--- src/rtl/acc_spi_responder.sv ---
// ADXL362-style SPI mode-0 register responder with sample shadows and DATA_READY interrupt.
// Latency: SPI inputs pass SCLK_SYNC_STAGES flops plus one edge-detect flop; miso updates 1 clk after a detected edge.
// Backpressure: none; the SPI master owns timing, sample_valid is accepted every clk while measuring.
//
// Ports:
//   clk, rst          system clock, asynchronous active-low reset
//   sclk, chip_select SPI clock (idle low) and active-low select, oversampled by clk
//   mosi, miso        SPI data, MSB first; miso is 0 whenever the frame is not returning read data
//   x_in/y_in/z_in    signed samples, captured on sample_valid while measuring
//   interrupt         registered DATA_READY & INTMAP1[0]
//   measuring         POWER_CTL[1:0] == 2'b10
module acc_spi_responder #(
    parameter int         SCLK_SYNC_STAGES = 2,
    parameter logic [7:0] DEVID_AD         = 8'hAD,
    parameter logic [7:0] DEVID_MST        = 8'h1D,
    parameter logic [7:0] PARTID           = 8'hF2
) (
    input  logic               clk,
    input  logic               rst,
    input  logic               sclk,
    input  logic               chip_select,
    input  logic               mosi,
    output logic               miso,
    input  logic signed [15:0] x_in,
    input  logic signed [15:0] y_in,
    input  logic signed [15:0] z_in,
    input  logic               sample_valid,
    output logic               interrupt,
    output logic               measuring
);

    typedef enum logic [2:0] {
        ST_IDLE, ST_CMD, ST_ADDR, ST_WR_DATA, ST_RD_DATA, ST_IGNORE
    } state_t;

    localparam logic [7:0] CMD_WRITE      = 8'h0A;
    localparam logic [7:0] CMD_READ       = 8'h0B;
    localparam logic [7:0] SOFT_RESET_KEY = 8'h52;
    localparam logic [7:0] FILTER_CTL_RST = 8'h13;

    state_t r_state, w_next_state;

    logic [SCLK_SYNC_STAGES-1:0] r_sclk_sync, r_cs_sync, r_mosi_sync;
    logic        r_sclk_d, r_cs_d;
    logic [2:0]  r_bit_cnt;
    logic [6:0]  r_rx;
    logic [7:0]  r_tx;
    logic [5:0]  r_addr;
    logic        r_is_read, r_tx_sample, r_frame_read, r_srst_pend;
    logic [7:0]  r_regs [0:14];            // 0x20..0x2E
    logic [15:0] r_sx, r_sy, r_sz;         // sample shadows
    logic [15:0] r_fx, r_fy, r_fz;         // per-frame copy for coherent burst reads
    logic        r_data_ready, r_int, r_miso;

    logic       w_sclk_s, w_cs_s, w_mosi_s;
    logic       w_sclk_rise, w_sclk_fall, w_cs_fall;
    logic       w_start, w_active, w_deselect, w_byte_done;
    logic [7:0] w_byte;
    logic [5:0] w_rd_addr;
    logic [7:0] w_rd_dat;
    logic       w_rd_is_sample, w_rd_in_rw, w_wr_in_rw;

    assign w_sclk_s    = r_sclk_sync[SCLK_SYNC_STAGES-1];
    assign w_cs_s      = r_cs_sync[SCLK_SYNC_STAGES-1];
    assign w_mosi_s    = r_mosi_sync[SCLK_SYNC_STAGES-1];
    assign w_sclk_rise = w_sclk_s & ~r_sclk_d;
    assign w_sclk_fall = ~w_sclk_s & r_sclk_d;
    assign w_cs_fall   = ~w_cs_s & r_cs_d;

    assign w_start     = (r_state == ST_IDLE) && w_cs_fall;
    assign w_active    = (r_state != ST_IDLE) && !w_cs_s;
    assign w_deselect  = (r_state != ST_IDLE) && w_cs_s;
    assign w_byte_done = w_active && w_sclk_rise && (r_bit_cnt == 3'd7);
    assign w_byte      = {r_rx, w_mosi_s};

    // During ADDR the register to load is the one being addressed right now.
    assign w_rd_addr      = (r_state == ST_ADDR) ? w_byte[5:0] : r_addr;
    assign w_rd_is_sample = (w_rd_addr >= 6'h0E) && (w_rd_addr <= 6'h13);
    assign w_rd_in_rw     = (w_rd_addr[5:4] == 2'b10) && (w_rd_addr[3:0] != 4'hF);
    assign w_wr_in_rw     = (r_addr[5:4] == 2'b10) && (r_addr[3:0] != 4'hF);

    always_comb begin
        w_rd_dat = 8'h00;
        case (w_rd_addr)
            6'h00:   w_rd_dat = DEVID_AD;
            6'h01:   w_rd_dat = DEVID_MST;
            6'h02:   w_rd_dat = PARTID;
            6'h0B:   w_rd_dat = {7'd0, r_data_ready};
            6'h0E:   w_rd_dat = r_fx[7:0];
            6'h0F:   w_rd_dat = r_fx[15:8];
            6'h10:   w_rd_dat = r_fy[7:0];
            6'h11:   w_rd_dat = r_fy[15:8];
            6'h12:   w_rd_dat = r_fz[7:0];
            6'h13:   w_rd_dat = r_fz[15:8];
            default: if (w_rd_in_rw) w_rd_dat = r_regs[w_rd_addr[3:0]];
        endcase
    end

    always_comb begin
        w_next_state = r_state;
        if (r_state == ST_IDLE) begin
            if (w_cs_fall) w_next_state = ST_CMD;
        end else if (w_cs_s) begin
            w_next_state = ST_IDLE;
        end else if (w_byte_done) begin
            case (r_state)
                ST_CMD:  w_next_state = (w_byte == CMD_WRITE || w_byte == CMD_READ) ? ST_ADDR : ST_IGNORE;
                ST_ADDR: w_next_state = r_is_read ? ST_RD_DATA : ST_WR_DATA;
                default: w_next_state = r_state;
            endcase
        end
    end

    always_ff @(posedge clk or negedge rst) begin
        if (!rst) r_state <= ST_IDLE;
        else      r_state <= w_next_state;
    end

    always_ff @(posedge clk or negedge rst) begin
        if (!rst) begin
            r_sclk_sync <= '0;
            r_cs_sync   <= '1;
            r_mosi_sync <= '0;
            r_sclk_d    <= 1'b0;
            r_cs_d      <= 1'b1;
        end else begin
            r_sclk_sync <= {r_sclk_sync[SCLK_SYNC_STAGES-2:0], sclk};
            r_cs_sync   <= {r_cs_sync[SCLK_SYNC_STAGES-2:0], chip_select};
            r_mosi_sync <= {r_mosi_sync[SCLK_SYNC_STAGES-2:0], mosi};
            r_sclk_d    <= w_sclk_s;
            r_cs_d      <= w_cs_s;
        end
    end

    always_ff @(posedge clk or negedge rst) begin
        if (!rst) begin
            r_bit_cnt    <= 3'd0;
            r_rx         <= 7'd0;
            r_tx         <= 8'h00;
            r_addr       <= 6'd0;
            r_is_read    <= 1'b0;
            r_tx_sample  <= 1'b0;
            r_frame_read <= 1'b0;
            r_srst_pend  <= 1'b0;
            r_miso       <= 1'b0;
            r_int        <= 1'b0;
            r_data_ready <= 1'b0;
            {r_sx, r_sy, r_sz} <= '0;
            {r_fx, r_fy, r_fz} <= '0;
            for (int i = 0; i < 15; i++) r_regs[i] <= (i == 12) ? FILTER_CTL_RST : 8'h00;
        end else begin
            r_int <= r_data_ready & r_regs[10][0];

            if (w_start) begin
                r_bit_cnt    <= 3'd0;
                r_tx         <= 8'h00;
                r_miso       <= 1'b0;
                r_tx_sample  <= 1'b0;
                r_frame_read <= 1'b0;
                r_srst_pend  <= 1'b0;
                {r_fx, r_fy, r_fz} <= {r_sx, r_sy, r_sz};
            end else if (w_deselect) begin
                // A partial byte is simply dropped with the counter.
                r_bit_cnt <= 3'd0;
                r_tx      <= 8'h00;
                r_miso    <= 1'b0;
            end else if (w_active && w_sclk_rise) begin
                r_rx      <= w_byte[6:0];
                r_bit_cnt <= r_bit_cnt + 3'd1;
                if (r_bit_cnt == 3'd7) begin
                    case (r_state)
                        ST_CMD: r_is_read <= (w_byte == CMD_READ);
                        ST_ADDR: begin
                            if (r_is_read) begin
                                r_tx        <= w_rd_dat;
                                r_miso      <= w_rd_dat[7];
                                r_tx_sample <= w_rd_is_sample;
                                r_addr      <= w_byte[5:0] + 6'd1;
                            end else begin
                                r_addr <= w_byte[5:0];
                            end
                        end
                        ST_WR_DATA: begin
                            if (w_wr_in_rw) r_regs[r_addr[3:0]] <= w_byte;
                            if (r_addr == 6'h1F && w_byte == SOFT_RESET_KEY) r_srst_pend <= 1'b1;
                            r_addr <= r_addr + 6'd1;
                        end
                        ST_RD_DATA: begin
                            // The byte just shifted out counts as read only once complete.
                            if (r_tx_sample) r_frame_read <= 1'b1;
                            r_tx        <= w_rd_dat;
                            r_miso      <= w_rd_dat[7];
                            r_tx_sample <= w_rd_is_sample;
                            r_addr      <= r_addr + 6'd1;
                        end
                        default: ;
                    endcase
                end
            end else if (w_active && w_sclk_fall && r_state == ST_RD_DATA && r_bit_cnt != 3'd0) begin
                // Count 0 means the MSB was already presented at the byte boundary.
                r_miso <= r_tx[3'd7 - r_bit_cnt];
            end

            if (w_deselect && r_frame_read) r_data_ready <= 1'b0;
            if (sample_valid && measuring) begin
                r_sx         <= x_in;
                r_sy         <= y_in;
                r_sz         <= z_in;
                r_data_ready <= 1'b1;
            end
            if (w_deselect && r_srst_pend) begin
                for (int i = 0; i < 15; i++) r_regs[i] <= (i == 12) ? FILTER_CTL_RST : 8'h00;
                {r_sx, r_sy, r_sz} <= '0;
                r_data_ready <= 1'b0;
            end
        end
    end

    assign miso      = r_miso;
    assign interrupt = r_int;
    assign measuring = (r_regs[13][1:0] == 2'b10);

endmodule

--- config.mk ---
export PLATFORM = sky130hd
export DESIGN_NAME = acc_spi_responder
export DESIGN_NICKNAME = d
export VERILOG_FILES = /design/src/rtl/acc_spi_responder.sv
export SDC_FILE = /design/constraint.sdc
export NUM_CORES = 1
export LEC_CHECK = 0
export ABC_AREA = 1
export CAP_MARGIN = 15
export CORE_MARGIN = 10
export CORE_UTILIZATION = 61
export CTS_BUF_LIST = sky130_fd_sc_hd__clkbuf_8 sky130_fd_sc_hd__clkbuf_16
export CTS_CLUSTER_SIZE = 20
export DETAILED_ROUTE_END_ITERATION = 8
export GPL_TIMING_DRIVEN = 0
export PLACE_DENSITY = 0.77
export SLEW_MARGIN = 20
export SYNTH_ARGS = -nofsm -noshare
export SYNTH_HDL_FRONTEND = slang
export SYNTH_SLANG_ARGS = --single-unit
--- constraint.sdc ---
create_clock -name clk -period 2.7 [get_ports clk]
set_clock_uncertainty 0.2 [all_clocks]
set_input_delay 0.54 -clock clk [delete_from_list [all_inputs] [get_ports clk]]
set_output_delay 0.54 -clock clk [all_outputs]
set_load 0.01 [all_outputs]
==> impl_results.md, run 1 <==
* Final nets at 1,955
* Max H-tree Level at 1
* Pin count of the biggest net entering global routing at 93
* Yosys cell types at 44
* Worst-skew pair later-pin latency at 550 ps
* Xor and xnor fraction of the mapped netlist area at less than 1%
* Most frequent cell after synthesis: nand2_1
* Setup crit start kind: flip-flop
* Met1 WL at 16,890 µm
* Initial antenna violation count at 0
* Max incr delay on CP at around 610 ps
* GRT Resource Usage Total at 26.58%
* Synth warn at 0
* CTS tree: built
* Antenna Violating Nets Remaining at 0
* Vias in the first global route at 11,480
* VDD IR max at 0.0005926 V
* IO buf count at 56
* Hold Fails Final Rpt at 0
* CP max FO at 3
* RSZ-0062 raised after global routing: yes
* Die ar. at 28,060 µm²
* Final period util at 96.49%
* Setup violators final at 0
* Critical path class: flip-flop to primary output
* Fin Hold WS at 157.2 ps
* Syn Nets at 1,853
* Vias per cell at between 5 and 6
* Global-route wire length before repair at a little over 60,000 µm
* Total Power Consumption at about 8.9 mW
* Path type of the worst min-delay path: flip-flop to flip-flop
* Power per cell area at 580.6 nW/µm²
* GP Congestion at 0.9288
* Tightest Pin Transition at 699.0 ps
* Layout Cells excl Fill at 2,188
* Post-synthesis simple-gate area fraction at 34.43%
* Top cell type's share of synthesized area at 47.50%
* Placed instance count at 2,123
* Critical Path Sink Type: primary output
* DR DRC count at 0
* Detailed-route wire length at approximately 38,000 µm
* Number of diodes at 0
* Die height at roughly 170 µm
* Worst-path clk slew at 60 ps
* Hpwl dp at 27,260 µm
* Core area at 21,220 µm²
* Drt first pass iters at 5
* Fin crit period at between 2000 and 3000 ps
* Clock root buffer master: clkbuf_16
* Main synth FF type: dfrtp_1
* Complex-gate fraction of the synthesized area at ~7.3%
* Grt total ovfl at 0
* Average size of a mapped cell at 7.416 µm²
* Layout fillers at 1,753
* Critical-path cell list: nor2_1, clkdlybuf4s50_1
* Fin. max-slew vios at 0
* Sequential share of the synthesized area at 48.69%
* Critical Path RT at 1960 ps
* IO Count at 57
* Area contributors post-synth: dfrtp_1 48%, nand2_1 23%, inv_1 5.5%
* Post-synth EDFFs at 0
* CTS sink count at 258
* Post-synthesis mux area share at 0%
* Synth top cells by count: 800 x nand2_1, 252 x dfrtp_1, 193 x inv_1
* Status: finished clean
* WL met2 at 17,020 µm
* Fmax achieved at 383.8 MHz
* Layout cells sized above 1 at 9.775%
* DRC violation total after the first TritonRoute iteration at 1,326
* Adder-Cell Fraction of Synth Area at 0.8483%
* Post-Layout Inst Area at 15,390 µm²
* Cell leakage power at 7.795 nW
* Dpl cell area at 14,240 µm²
* Placement row count at 53
* Drt wl/cell at roughly 17 µm
* Top Layer Used: met4
* Mapped Cells at 1,790
* MaxCap Viol Count at 0
* Critical-path top delay cell: clkdlybuf4s50_1
* TritonCTS Buffers at 27
* Starting Density at 62.56%
* Flops & latches, synth at 258
* Largest family of logic cells by synthesized area: simple AND/OR/NAND/NOR gates
* Crit path DAT at approximately 1900 ps
* Syn Std Cell Area at 13,280 µm²
* Die Wd at 167.5 µm
* Clock Path Buffers at 3
* Area leader, netlist: dfrtp_1
* Area grow syn2layout at 15.91%
* Ys async rst share at 100.0%
* Met3 WL post-DR at 3195 µm
* Detailed-route via count at about 12,000
* Rel. slew slack at between 50 and 60%
-- area by class of cell --
class	instances	area [µm²]	share of cell area, %
clock inverters	13	107.6	0.6993
clock buffers	37	813.3	5.285
repair buffers	72	725.7	4.716
flip-flops and latches	258	6465	42.01
multi-input cells	1269	5746	37.34
plain buffers	67	441.7	2.870
well taps	275	344.1	2.236
inverters	197	744.5	4.838
-- kinds of logic after synthesis --
group,Yosys count
buf+inv,264
simple gates,1078
compound gates,178
fa+ha+maj,9
flops,258
xor+xnor,3
-- cells in the final DEF (no fill, tap or decap), drive strengths merged, types with 2 or more instances in the layout --
cell           count
o31ai              2
buf               61
o211ai             3
xor2               3
clkbuf            59
o21bai             7
dfrtp            252
o21ai            144
nor4               3
clkdlybuf4s50     55
nand3            140
a31oi              2
dfstp              6
inv              200
nand2            828
o22ai              4
a21oi             11
nor3               5
nand3b             2
ha                 9
clkinv             8
nor2              86
nand4             13
-- stage by stage --
stage	util, %	setup slack [ps]	TNS [ps]
floorplan	-	488.8	0
global route	72.51	-5.926	-13.87
detailed placement	67.11	-240.8	-1634
finish	72.51	94.81	0
CTS	71.81	6.630	0
global placement	66.82	-10030	-2562880
-- state kept, by name, indices dropped and copies added, names as in the netlist, 2 cells and up --
name,cells
r_regs,120
r_sz,16
r_addr,6
r_fy,16
r_bit_cnt,3
r_cs_sync,2
r_rx,7
r_sclk_sync,2
r_mosi_sync,2
r_fz,16
r_fx,16
r_sy,16
r_state,3
r_tx,8
r_sx,16
-- where the power goes --
group          switching (mW)  internal [mW]
combinational           0.695          0.362
sequential              0.127           3.94
clock                    1.60           2.21
-- critical path, delay by kind of cell (launching register included) --
| kind | cells | cell delay, ps |
|---|---|---|
| buf+inv | 1 | 610 |
| flops | 1 | 410 |
| simple gates | 1 | 300 |
-- path summary, 6_finish.rpt --
check,from,endpoint,slack (ps),cells past startpoint
max,r_regs[8],measuring,90,2
min,r_mosi_sync[0],r_mosi_sync[1],160,0
max reg2reg,r_state[0],miso,100,14
min reg2reg,r_mosi_sync[0],r_mosi_sync[1],160,0
max in group asynchronous,rst,r_sx[8],630,4
min in group asynchronous,rst,r_regs[69],420,2
-- metal layers --
metal / vias to the layer above / track usage [%]
met1: 5668 / 38.95
met3: 81 / 3.535
met4: 0 / 8.213
met5: - / 0
met2: 501 / 40.07
li1: 5757 / -
-- repair_timing --
| item | 4_1_cts | 5_1_grt |
|---|---|---|
| setup buffers | 6 | 6 |
| cloned | 0 | 2 |
| pin swaps | 6 | 12 |
| hold endpoints to repair | 89 | 0 |
| hold buffers | 1 | 0 |
| endpoints found under the setup margin | 50 | 138 |
| gates resized for setup | 10 | 35 |
Note: power is estimated with default switching activity, not from simulation.
==> inputs of run 2 (changes only) <==
--- a/config.mk
+++ b/config.mk
@@ -8,12 +8,12 @@
 export ABC_AREA = 1
 export CAP_MARGIN = 15
 export CORE_MARGIN = 10
-export CORE_UTILIZATION = 61
+export CORE_UTILIZATION = 55
 export CTS_BUF_LIST = sky130_fd_sc_hd__clkbuf_8 sky130_fd_sc_hd__clkbuf_16
 export CTS_CLUSTER_SIZE = 20
 export DETAILED_ROUTE_END_ITERATION = 8
 export GPL_TIMING_DRIVEN = 0
-export PLACE_DENSITY = 0.77
+export PLACE_DENSITY = 0.73
 export SLEW_MARGIN = 20
 export SYNTH_ARGS = -nofsm -noshare
 export SYNTH_HDL_FRONTEND = slang
==> constraint.sdc (replaced) <==
create_clock -name clk -period 2.3 [get_ports clk]
set_clock_uncertainty 0.2 [all_clocks]
set_input_delay 0.46 -clock clk [delete_from_list [all_inputs] [get_ports clk]]
set_output_delay 0.46 -clock clk [all_outputs]
set_load 0.01 [all_outputs]
==> impl_results.md, run 2 (same netlist as run 1, synthesis figures left out) <==
* MaxCap Viol Count at 0 (unchanged)
* Setup violators final at 9 (+9)
* Commonest non-fill, non-tap cell in the layout: nand2_1
* Vias in the first global route at 12,160 (+6.0%)
* Critical path class: flip-flop to flip-flop
* Post-Layout Inst Area at 16,960 µm² (+10%)
* Tightest Pin Transition at 729.7 ps (+30.71 ps)
* DR DRC count at 0 (unchanged)
* Number of diodes at 0 (unchanged)
* Global-route wire length before repair at 64,730 µm (+5.1%)
* Fin crit period at between 2000 and 2500 ps
* Clock root buffer master: clkbuf_16
* CTS tree: built
* Antenna Violating Nets Remaining at 0 (unchanged)
* Grt total ovfl at 0 (unchanged)
* GP Congestion at 0.9391 (+1.1%)
* Path type of the worst min-delay path: input port to flip-flop
* Worst-skew pair later-pin latency at 550 ps (about the same)
* DRC violation total after the first TritonRoute iteration at 1,440 (+8.6%)
* Die height at 175.4 µm (+4.7%)
* Clock Path Buffers at 3 (unchanged)
* Hold Fails Final Rpt at 0 (unchanged)
* VDD IR max at 0.0008906 V (+50%)
* Cell leakage power at 8.327 nW (+6.8%)
* Max H-tree Level at 1 (unchanged)
* CP max FO at 6 (+3)
* RSZ-0062 raised after global routing: yes
* Final period util at 104.9%
* Fin. max-slew vios at 0 (unchanged)
* Final nets at 2,022 (+3.4%)
* Fmax achieved at slightly above 400 MHz
* Setup TNS at -770.6 ps (-770.6 ps)
* Dpl cell area at 14,320 µm² (+0.58%)
* Post-route setup slack at -112.3 ps (-207.1 ps)
* Power per cell area at 657.5 nW/µm² (+13%)
* Rel. slew slack at 51.17% (-2.2 points)
* Starting Density at 56.22% (-6.3 points)
* Detailed-route wire length at 41,480 µm (+8.4%)
* IO Count at 57 (unchanged)
* Critical Path RT at 2540 ps (+580 ps)
* Failing checks: negative setup slack
* Detailed-route via count at 12,600 (+5.0%)
* Hpwl dp at 27,150 µm (-0.41%)
* Register area at 6469 µm² (about the same)
* GRT Resource Usage Total at 26.04% (-0.54 points)
* Worst-path clk slew at 60 ps (about the same)
* Drt first pass iters at 6 (+1)
* Placement row count at 56 (+5.7%)
* Crit path DAT at 2650 ps (+780 ps)
* IO buf count at 56 (unchanged)
* Die ar. at 30,750 µm² (+9.6%)
* Area grow syn2layout at 27.73%
* CTS sink count at 258 (unchanged)
* Status: finished, violations left
* Vias per cell at 5.482 (-0.11%)
* Drt wl/cell at 18.04 µm (+3.2%)
* Initial antenna violation count at 0 (unchanged)
* Max FFs per register at 120 (unchanged)
* Critical Path Sink Type: flip-flop
* Area of the multi-input gates at 6335 µm² (+10%)
* Setup crit start kind: flip-flop
* Layout fillers at 1,843 (+5.1%)
* Die Wd at 175.4 µm (+4.7%)
* Biggest register: r_regs
* Layout cells sized above 1 at 17.27% (+7.5 points)
* Fin Hold WS at 117.6 ps (-39.52 ps)
* Most frequent cells in the layout: 749 x nand2_1, 248 x dfrtp_1, 196 x inv_1
* TritonCTS Buffers at 29 (+7.4%)
* Core area at 23,610 µm² (+11%)
* Pin count of the biggest net entering global routing at 80 (-14%)
## run 2: cell count changes in the layout (fill, tap and decap cells not counted), sizes merged
cell	previous run	this run
clkdlybuf4s50	55	54
inv	200	204
buf	61	121
bufinv	1	5
clkinv	8	6
clkinvlp	1	2
dlygate4sd2	0	1
## run 2: worst paths after layout
check | from | endpoint | slack, ps | cells past startpoint
setup reg to reg | r_state[0] | miso | -110 | 17
max in group asynchronous | rst | r_cs_d | 280 | 5
setup / recovery | r_state[0] | miso | -110 | 17
hold / removal | chip_select | r_cs_sync[0] | 120 | 1
min in group asynchronous | rst | r_regs[49] | 250 | 2
hold reg to reg | r_sclk_sync[0] | r_sclk_sync[1] | 150 | 0
## run 2: metal layers
layer,GRT usage [%],vias up,routed length (µm)
met3,4.546,117,3694
met1,36.39,5989,17420
met2,39.79,587,18670
met5,0,-,0
li1,-,5909,-
met4,9.643,0,1696
## run 2: worst max-delay path: stages, from the launching register on
cell and delay [ps]:
dfrtp_2 430, nor2_4 180, buf_6 130, buf_6 120, nand3_4 110, nand2_8 120, buf_12 160, buf_6 120
nand2_2 40, nand2_2 50, nand2_1 60, nand2_1 80, nand2_1 50, nand4_1 100, buf_6 140, nand3_2 80
nand2_1 80, nand2_1 50
## run 2: power breakdown
group	switching, mW	internal (mW)	total [mW]
clock	1.89	2.97	4.86
combinational	0.942	0.567	1.51
sequential	0.146	4.63	4.78
## run 2: stage by stage
stage / setup slack (ps) / total power, mW / std cells / utilization, %
finish: -112.3 / 11.15 / 2299 / 71.81
global route: -201.4 / 11.52 / 2299 / 71.81
CTS: -91.91 / 11.03 / 2278 / 69.14
detailed placement: -600.7 / 6.022 / 2168 / 60.66
global placement: -10400 / 5.990 / 2165 / 60.29
floorplan: 88.77 / 5.549 / 1790 / -
## run 2: final cells by class
cell class / instances / area share, %
repair buffers: 137 / 8.161
clock buffers: 33 / 4.604
well taps: 319 / 2.354
multi-input cells: 1269 / 37.36
repair inverters: 1 / 0.03689
plain buffers: 66 / 3.564
inverters: 197 / 4.450
clock inverters: 19 / 1.321
flip-flops and latches: 258 / 38.15
## run 2: repair_timing
item	in CTS	in global routing
gates cloned	5	4
buffers inserted	52	19
setup endpoints to repair	195	253
endpoints found under the hold margin	74	0
hold buffers	1	0
pin swaps	52	45
gates resized for setup	146	122
